**config.mk**
```make
export PLATFORM = sky130hd
export DESIGN_NAME = if_fetch_unit
export DESIGN_NICKNAME = d
export VERILOG_FILES = /design/src/rtl/fetch_pkg.sv /design/src/rtl/fetch_skid_fifo.sv /design/src/rtl/if_fetch_unit.sv
export SDC_FILE = /design/constraint.sdc
export NUM_CORES = 1
export LEC_CHECK = 0
export ABC_AREA = 1
export BUFFER_PORTS_ARGS = -buffer_cell sky130_fd_sc_hd__buf_4
export CAP_MARGIN = 20
export CORE_MARGIN = 2
export CORE_UTILIZATION = 45
export CTS_CLUSTER_SIZE = 16
export DETAILED_ROUTE_END_ITERATION = 12
export PLACE_DENSITY = 0.71
export SLEW_MARGIN = 20
export SYNTH_ARGS = -nofsm -noshare
export SYNTH_HDL_FRONTEND = slang
export SYNTH_SLANG_ARGS = --single-unit
export TNS_END_PERCENT = 20
```
**constraint.sdc**
```tcl
create_clock -name clk -period 7.1 [get_ports clk]
set_clock_uncertainty 0.05 [all_clocks]
set_input_delay 0.71 -clock clk [delete_from_list [all_inputs] [get_ports clk]]
set_output_delay 0.71 -clock clk [all_outputs]
set_load 0.05 [all_outputs]
```
**src/rtl/fetch_pkg.sv**
```systemverilog
// Shared fetch-stage definitions: word width, NOP encoding, default reset PC, queue entry type.
// Latency: n/a (types and constants only).
// Backpressure: n/a.
package fetch_pkg;

  localparam int unsigned XLEN             = 32;
  localparam logic [31:0] NOP              = 32'h0000_0013;
  localparam logic [31:0] RESET_PC_DEFAULT = 32'h0000_0000;

  // One fetched instruction together with the PC it was read from.
  typedef struct packed {
    logic [XLEN-1:0] pc;
    logic [XLEN-1:0] instr;
  } fetch_entry_t;

endpackage

```
**src/rtl/fetch_skid_fifo.sv**
```systemverilog
// Two-entry skid queue holding fetched {pc, instr} words that decode has not yet taken.
// Latency: a pushed entry is visible at head the cycle after the push.
// Backpressure: none internally; the caller guarantees no push when full and no pop when empty.
//
// Ports:
//   clk, rst_n        clock, async active-low reset
//   flush             drop all contents (wins over push/pop)
//   push, push_entry  write an entry at the tail
//   pop               retire the head entry
//   head              current head entry (valid when count != 0)
//   count             occupancy, 0..2
module fetch_skid_fifo
  import fetch_pkg::*;
(
  input  logic         clk,
  input  logic         rst_n,
  input  logic         flush,
  input  logic         push,
  input  fetch_entry_t push_entry,
  input  logic         pop,
  output fetch_entry_t head,
  output logic [1:0]   count
);

  fetch_entry_t mem [2];
  logic         rd_ptr;
  logic         wr_ptr;

  assign head = mem[rd_ptr];

  always_ff @(posedge clk or negedge rst_n) begin
    if (!rst_n) begin
      rd_ptr <= 1'b0;
      wr_ptr <= 1'b0;
      count  <= 2'd0;
    end else if (flush) begin
      rd_ptr <= 1'b0;
      wr_ptr <= 1'b0;
      count  <= 2'd0;
    end else begin
      if (push) wr_ptr <= ~wr_ptr;
      if (pop)  rd_ptr <= ~rd_ptr;
      count <= count + {1'b0, push} - {1'b0, pop};
    end
  end

  // Storage needs no reset: count gates every read of it.
  always_ff @(posedge clk) begin
    if (push && !flush) mem[wr_ptr] <= push_entry;
  end

endmodule

```
**src/rtl/if_fetch_unit.sv**
```systemverilog
// Instruction fetch: issues sequential PCs to a registered-read memory and hands {pc, instr} to decode.
// Latency: 1 cycle from address issue to out_valid when the queue is empty; redirect target 1 cycle after redirect.
// Backpressure: valid/ready on the output; a 2-entry skid queue absorbs in-flight words, issue stops when it would overfill.
//
// Ports:
//   clk, rst_n                   clock, async active-low reset
//   imem_addr / imem_rdata       memory address out, registered read data back one cycle later
//   redirect_valid, redirect_pc  taken branch/jump from execute (low two target bits ignored)
//   out_valid, out_ready         handshake towards decode
//   out_instr, out_pc            delivered instruction and its PC
module if_fetch_unit
  import fetch_pkg::*;
#(
  parameter logic [31:0] RESET_PC = RESET_PC_DEFAULT
) (
  input  logic        clk,
  input  logic        rst_n,
  output logic [31:0] imem_addr,
  input  logic [31:0] imem_rdata,
  input  logic        redirect_valid,
  input  logic [31:0] redirect_pc,
  output logic        out_valid,
  input  logic        out_ready,
  output logic [31:0] out_instr,
  output logic [31:0] out_pc
);

  logic [31:0]  pc_q;
  logic         inflight_v;
  logic [31:0]  inflight_pc;

  logic [31:0]  redirect_aligned;
  fetch_entry_t arriving;
  fetch_entry_t fifo_head;
  logic [1:0]   fifo_count;
  logic         fifo_push;
  logic         fifo_pop;
  logic         xfer;
  logic [2:0]   occ_next;
  logic         issue;

  assign redirect_aligned = redirect_pc & ~32'h0000_0003;

  // On a redirect the memory must read the target this very cycle so that it
  // returns one cycle later; otherwise the registered PC addresses memory.
  assign imem_addr = redirect_valid ? redirect_aligned : pc_q;

  assign arriving.pc    = inflight_pc;
  assign arriving.instr = imem_rdata;

  // Queue head takes precedence; with an empty queue the arriving word is
  // bypassed straight to decode. Nothing is offered in a redirect cycle.
  always_comb begin
    out_valid = 1'b0;
    out_pc    = inflight_pc;
    out_instr = imem_rdata;
    if (fifo_count != 2'd0) begin
      out_valid = 1'b1;
      out_pc    = fifo_head.pc;
      out_instr = fifo_head.instr;
    end else begin
      out_valid = inflight_v;
    end
    if (redirect_valid) out_valid = 1'b0;
  end

  assign xfer      = out_valid && out_ready;
  assign fifo_pop  = xfer && (fifo_count != 2'd0);
  // The arriving word is queued unless it went out through the bypass.
  assign fifo_push = inflight_v && !redirect_valid && !(xfer && (fifo_count == 2'd0));

  // Issue only if the word it produces next cycle is guaranteed a slot.
  assign occ_next = {1'b0, fifo_count} + {2'b00, fifo_push} - {2'b00, fifo_pop};
  assign issue    = (occ_next <= 3'd1);

  always_ff @(posedge clk or negedge rst_n) begin
    if (!rst_n) begin
      pc_q        <= RESET_PC;
      inflight_v  <= 1'b0;
      inflight_pc <= 32'h0000_0000;
    end else if (redirect_valid) begin
      pc_q        <= redirect_aligned + 32'd4;
      inflight_v  <= 1'b1;
      inflight_pc <= redirect_aligned;
    end else if (issue) begin
      pc_q        <= pc_q + 32'd4;
      inflight_v  <= 1'b1;
      inflight_pc <= pc_q;
    end else begin
      // Hold: the memory harmlessly re-reads pc_q and the result is ignored.
      inflight_v  <= 1'b0;
    end
  end

  fetch_skid_fifo u_fifo (
    .clk        (clk),
    .rst_n      (rst_n),
    .flush      (redirect_valid),
    .push       (fifo_push),
    .push_entry (arriving),
    .pop        (fifo_pop),
    .head       (fifo_head),
    .count      (fifo_count)
  );

endmodule

```
======== Word level (Yosys, flattened, before mapping) ========
Memory sizes are Yosys's and may differ from the RTL's.
Index checks and enable logic that the tools add are counted.
word-level totals
  bits in registers ....................... 69
  memories ................................ 1
  output and inout port bits .............. 97
  RAM bits ................................ 128
cells by class
  $add $sub $neg .......................... 6
  bitwise gates (word level) .............. 2
  multiplexer cells ....................... 18
  magnitude comparators ................... 1
  reduce and logical (&&, ||, !) cells .... 13
memory list
  memory      words  width  read ports  clocked after memory_dff  write ports  line                   source
  u_fifo.mem  2      64     1           0                         1            fetch_skid_fifo.sv:25  fetch_entry_t mem [2];
operators with widths
  kind                   count
  $mux 32                7
  $add 32x3->32 const B  2
  $mux 1                 10
  $reduce_bool 2->1      4
  $logic_and 1x1->1      6
  $add 2x1->3            1
  $le 3x1->1 const B     1
  $sub 3x1->3            1
  $add 2x1->2            1
  $logic_not 1->1        2
  $logic_not 2->1        1
  $mux 2                 1
  $not 1->1              2
  $sub 2x1->2            1

======== Longest topological paths before layout ========
  depth in word-level cells ............... 12
  gate-level depth with buffers ........... 16
  gate-level depth less buffers ........... 14

======== Hierarchy ========
A second synthesis with hierarchy kept.
second synthesis, totals
  cell total of the unflattened synthesis .. 866
  area, all modules ....................... 9459.1 sq um
by module, submodules not included
  module           sequential area each (sq um)  cells each  times used  area an instance (sq um)
  fetch_skid_fifo  3943.8                        226         1           4986.0
  if_fetch_unit    1526.5                        640         1           4473.0

======== Worst setup path before layout ========
No wires, ideal clock.
  path type ............................... input -> register
  start ................................... input redirect_valid
  end ..................................... memory u_fifo.mem[0][0] (netlist bit), enable pin
  cell stages on the path ................. 5
  setup slack ............................. 2.702 ns
  data required time ...................... 6.568 ns
  arrival ................................. 3.865 ns
  cells stage by stage .................... buf_6 -> buf_4 -> nor2_1 -> o21ai_0 -> nor2_1
between the ends
  longest elaborated chain between the ends .. 8
  elaborated cells on any way between the ends .. 10
  those cells by class .................... mux: 3; reduce/logical: 7
RTL lines
  element                         line                   source
  from (decl)                     if_fetch_unit.sv:20    input logic redirect_valid,
  $mux 1                          if_fetch_unit.sv:64    if (redirect_valid) out_valid = 1'b0;
  $logic_and 1x1->1               if_fetch_unit.sv:67    assign xfer = out_valid && out_ready;
  $logic_and 1x1->1               if_fetch_unit.sv:70    assign fifo_push = inflight_v && !redirect_valid && !(xfer && (fifo_count == 2'd0));
  $logic_not 1->1                 if_fetch_unit.sv:70
  $logic_and 1x1->1               if_fetch_unit.sv:70
  $logic_and 1x1->1 *             fetch_skid_fifo.sv:49  if (push && !flush) mem[wr_ptr] <= push_entry;
  $mux 1 *                        fetch_skid_fifo.sv:49
  $mux 1 (implied by the code) *  fetch_skid_fifo.sv:49
  to (decl)                       fetch_skid_fifo.sv:25
Mark *: on every way between the ends. The rest lies on a longest branch, timed or not.

======== Worst setup path in the final report ========
  start ................................... register u_fifo.count[1]
  end ..................................... register pc_q[20]
between the ends
  longest elaborated chain between the ends .. 11
  elaborated cells on any way between the ends .. 13
  those cells by class .................... add/sub: 2; order compare: 1; mux: 2; reduce/logical: 8
RTL lines
  element                        line                                      source
  from (decl)                    fetch_skid_fifo.sv:22                     output logic [1:0] count
  from (signal assigned)         fetch_skid_fifo.sv:43                     count <= count + {1'b0, push} - {1'b0, pop};
  $reduce_bool 2->1              if_fetch_unit.sv:57, if_fetch_unit.sv:68
  $mux 1                         if_fetch_unit.sv:57                       if (fifo_count != 2'd0) begin
  $mux 1                         if_fetch_unit.sv:64
  $logic_and 1x1->1              if_fetch_unit.sv:67
  $logic_and 1x1->1              if_fetch_unit.sv:70
  $logic_not 1->1                if_fetch_unit.sv:70
  $logic_and 1x1->1              if_fetch_unit.sv:70
  $add 2x1->3                    if_fetch_unit.sv:73                       assign occ_next = {1'b0, fifo_count} + {2'b00, fifo_push} - {2'b00, fifo_pop};
  $sub 3x1->3 *                  if_fetch_unit.sv:73
  $le 3x1->1 *                   if_fetch_unit.sv:74                       assign issue = (occ_next <= 3'd1);
  $reduce_bool 2->1 (no line) *  -
  to (signal assigned)           if_fetch_unit.sv:82                       pc_q <= redirect_aligned + 32'd4;
  to (signal assigned)           if_fetch_unit.sv:86                       pc_q <= pc_q + 32'd4;
  to (decl)                      if_fetch_unit.sv:28                       logic [31:0] pc_q;
Marks and branches as above.
A chain may end at the register's enable or synchronous reset.

==> results.tsv <==
stage	metric	value	unit
outcome	run_status	complete, no violations	
route	firstDrtPassIters	5	
worst_setup_path	required	7410	ps
die	io_pins	165	
timing	worst_pin_slew	833.6	ps
timing	rsz0062_at_grt	no	
grt	antenna_found_initial	0	
yosys	synth-edff-count	124	
timing	fin_crit	4335	ps
clock_network	cts_tree	yes	
route	wl_per_cell	15.25	um
final_layout	n_antenna_cell	0	
flow_run	maxCapViolCount	0	
worst_setup_path	path_class	flip-flop to flip-flop	
worst_setup_path	critPathMaxFanout	64	
timing	slew-limit-headroom	43.84	%
yosys	yosys.area.top_type	edfxtp_1	
route	antenna_left	0	
route	via_count	6893	
yosys	ys.flop_type	edfxtp_1	
worst_setup_path	crit_buf_inv	6	
place	gp_congestion	0.8993	
clock_network	clk_path_buf_depth	2	
yosys	syn_area	0.008781	mm^2
worst_setup_path	crit_path_start_kind	flip-flop	
die	core-area	0.01933	mm^2
die	die_x	143.7	um
grt	grt_use_total	20.15	%
worst_setup_path	slowest_delay	620	ps
route	drc_errors	0	
grt	overflow	0	
yosys	synthArstFlopShare	34.39	%
worst_setup_path	reg2reg_from	u_fifo.count[1]	
clock_network	cts_setup_buffers	0	
final_layout	design_area	0.01067	mm^2
route	vias_per_cell	5.061	
worst_setup_path	rrSetupSlack	2760	ps
hold_path	hp-class	input port to asynchronous set/reset pin	
timing	drv_slew	0	
timing	clock.fmax	0.2307	GHz
worst_setup_path	crit_family	buffers and inverters	
timing	timing.hold.ws	331.8	ps
yosys	synth_top_area_share	42.41	%
die	initial_utilization	45.42	%
worst_setup_path	cpMaxStageDelayCell	buf_4	
clock_network	cts_hold_buf	0	
worst_setup_path	critPathArrivalTime	4640	ps
yosys	syn_inst	946	
grt	grt_pass1_wl	32210	um
die	placementRows	51	
place	hpwl	13250	um
grt	first_global_vias	6390	
die	die_area	0.02065	mm^2
timing	finalCritPeriodShare	61.06	%
place	dpl_cell_area	0.01013	mm^2
clock_network	cts_made_buffers	17	
clock_network	cts-resized-gates	0	
yosys	synthMostInstantiatedCell	nand2_1	
clock_network	clock_latency	420	ps
worst_setup_path	crit_chain	nor2_4, buf_4, nor3_1, ha_1, inv_1, ha_1, inv_1, fa_1, xnor2_1, nand2_1, nand2_1, buf_4, inv_2, buf_4, nor2_1, nand2_1, nand3_1	
worst_setup_path	r2r_end	pc_q[20]	
grt	grt_max_degree	66	
timing	setup_viol	0	
route	initialDrtViolationCount	438	
clock_network	path_clk_slew	70	ps
die	die_h	143.7	um
yosys	ys_ff_latch	189	
yosys	yosys-top-cells-count	nand2_1, nor2_1, a21oi_1	
timing	timing.final.ws_setup	2765	ps
clock_network	root_buffer	clkbuf_16	
yosys	yosysSeqAreaShare	60.93	%
worst_setup_path	worstRegToRegCells	17	
yosys	ys.warnings.count	0	
timing	finalHoldViolCount	0	
route	wirelength	20780	um
final_layout	synthToLayoutAreaGrowth	21.53	%
yosys	synthTopCellsByArea	edfxtp_1, dfrtp_1, nand2_1, a21oi_1, nor2_1	
yosys	synth_cell_type_count	35	
place	io_buffers	158	
place	pre_cts_ws	2792	ps
timing	setup_tns	0	ps
clock_network	clkSinkCount	189	
worst_setup_path	cp-end-kind	flip-flop	
final_layout	layout-drive-gt1-share	23.52	%
final_layout	fin_nets	1156	
yosys	synth.avg_cell_area	9.282	um^2
clock_network	htreeDepth	4	
[worst register-to-register path, delay by kind of cell (launching register included)]
family | cells | cell delay (ps)
adders and majority gates | 3 | 820
DFF | 1 | 440
and+or+nand+nor | 7 | 830
xor gates and xnor gates | 1 | 150
buffers and inverters | 6 | 1970
[state kept, by name (all words and copies together), names as in the netlist]
register	cells
u_fifo.mem	124
pc_q	30
u_fifo.rd_ptr	1
inflight_v	1
inflight_pc	30
u_fifo.count	2
u_fifo.wr_ptr	1
[cell usage in the layout, fill, tap and decap left out, types with 4 or more instances in the layout]
| cell type | Yosys | final |
|---|---|---|
| edfxtp_1 | 124 | 124 |
| a21oi_1 | 128 | 128 |
| buf_4 | 9 | 166 |
| nand2_2 | 32 | 32 |
| conb_1 | 1 | 4 |
| o21ai_0 | 9 | 9 |
| nand2_1 | 268 | 268 |
| clkinv_2 | 0 | 4 |
| nand3_1 | 45 | 45 |
| clkinv_4 | 0 | 4 |
| inv_1 | 30 | 29 |
| inv_2 | 7 | 8 |
| nor2_4 | 6 | 9 |
| clkbuf_16 | 0 | 17 |
| dfrtp_1 | 65 | 64 |
| nor2_2 | 9 | 9 |
| o21ai_1 | 8 | 8 |
| nor2_1 | 137 | 134 |
[worst max path at each step]
stage	from	to	slack, ps	cells past startpoint
floorplan	redirect_valid	u_fifo.mem[0][0]	2700	5
global placement	u_fifo.count[1]	pc_q[20]	2820	17
detailed placement	u_fifo.count[1]	pc_q[20]	2790	17
CTS	u_fifo.count[1]	pc_q[20]	2780	17
global route	u_fifo.count[1]	pc_q[20]	2410	17
finish	u_fifo.count[1]	pc_q[20]	2760	17
[per-stage QoR]
step | utilization [%] | instances
3_5_place_dp | 52.42 | 1330
5_1_grt | 55.19 | 1362
3_3_place_gp | 52.42 | 1330
6_report | 55.19 | 1362
4_1_cts | 55.19 | 1362
2_1_floorplan | - | 949
[cell type report]
cell class	instances	area, um^2
Clock buffer	20	436.7
Clock inverter	12	100.1
Fill cell	1769	8663
Inverter	38	142.6
Multi-Input combinational cell	672	3063
Sequential cell	189	5351
Tap cell	265	331.6
Timing Repair Buffer	166	1246
[cell families (layout without fill, tap and decap cells)]
logic type | count (synthesis) | in the layout | synth area share, %
and+or+nand+nor | 505 | 505 | 24.28
DFF | 189 | 189 | 60.93
AOI/OAI and AO/OA | 156 | 156 | 9.219
buffers and inverters | 88 | 236 | 4.574
adders and majority gates | 4 | 4 | 0.6555
xor gates and xnor gates | 3 | 3 | 0.2993
other | 1 | 4 | 0.04271
[routing by layer]
layer | GRT usage, % | vias up | routed length [um]
li1 | - | 3421 | -
met1 | 27.03 | 3233 | 9422
met2 | 33.56 | 227 | 10020
met3 | 3.932 | 12 | 1158
met4 | 5.676 | 0 | 172
met5 | 0 | - | 0
Power is left out: the tool's default activity adds up to more than one toggle a clock period on the data nets, which glitch-free logic cannot reach.
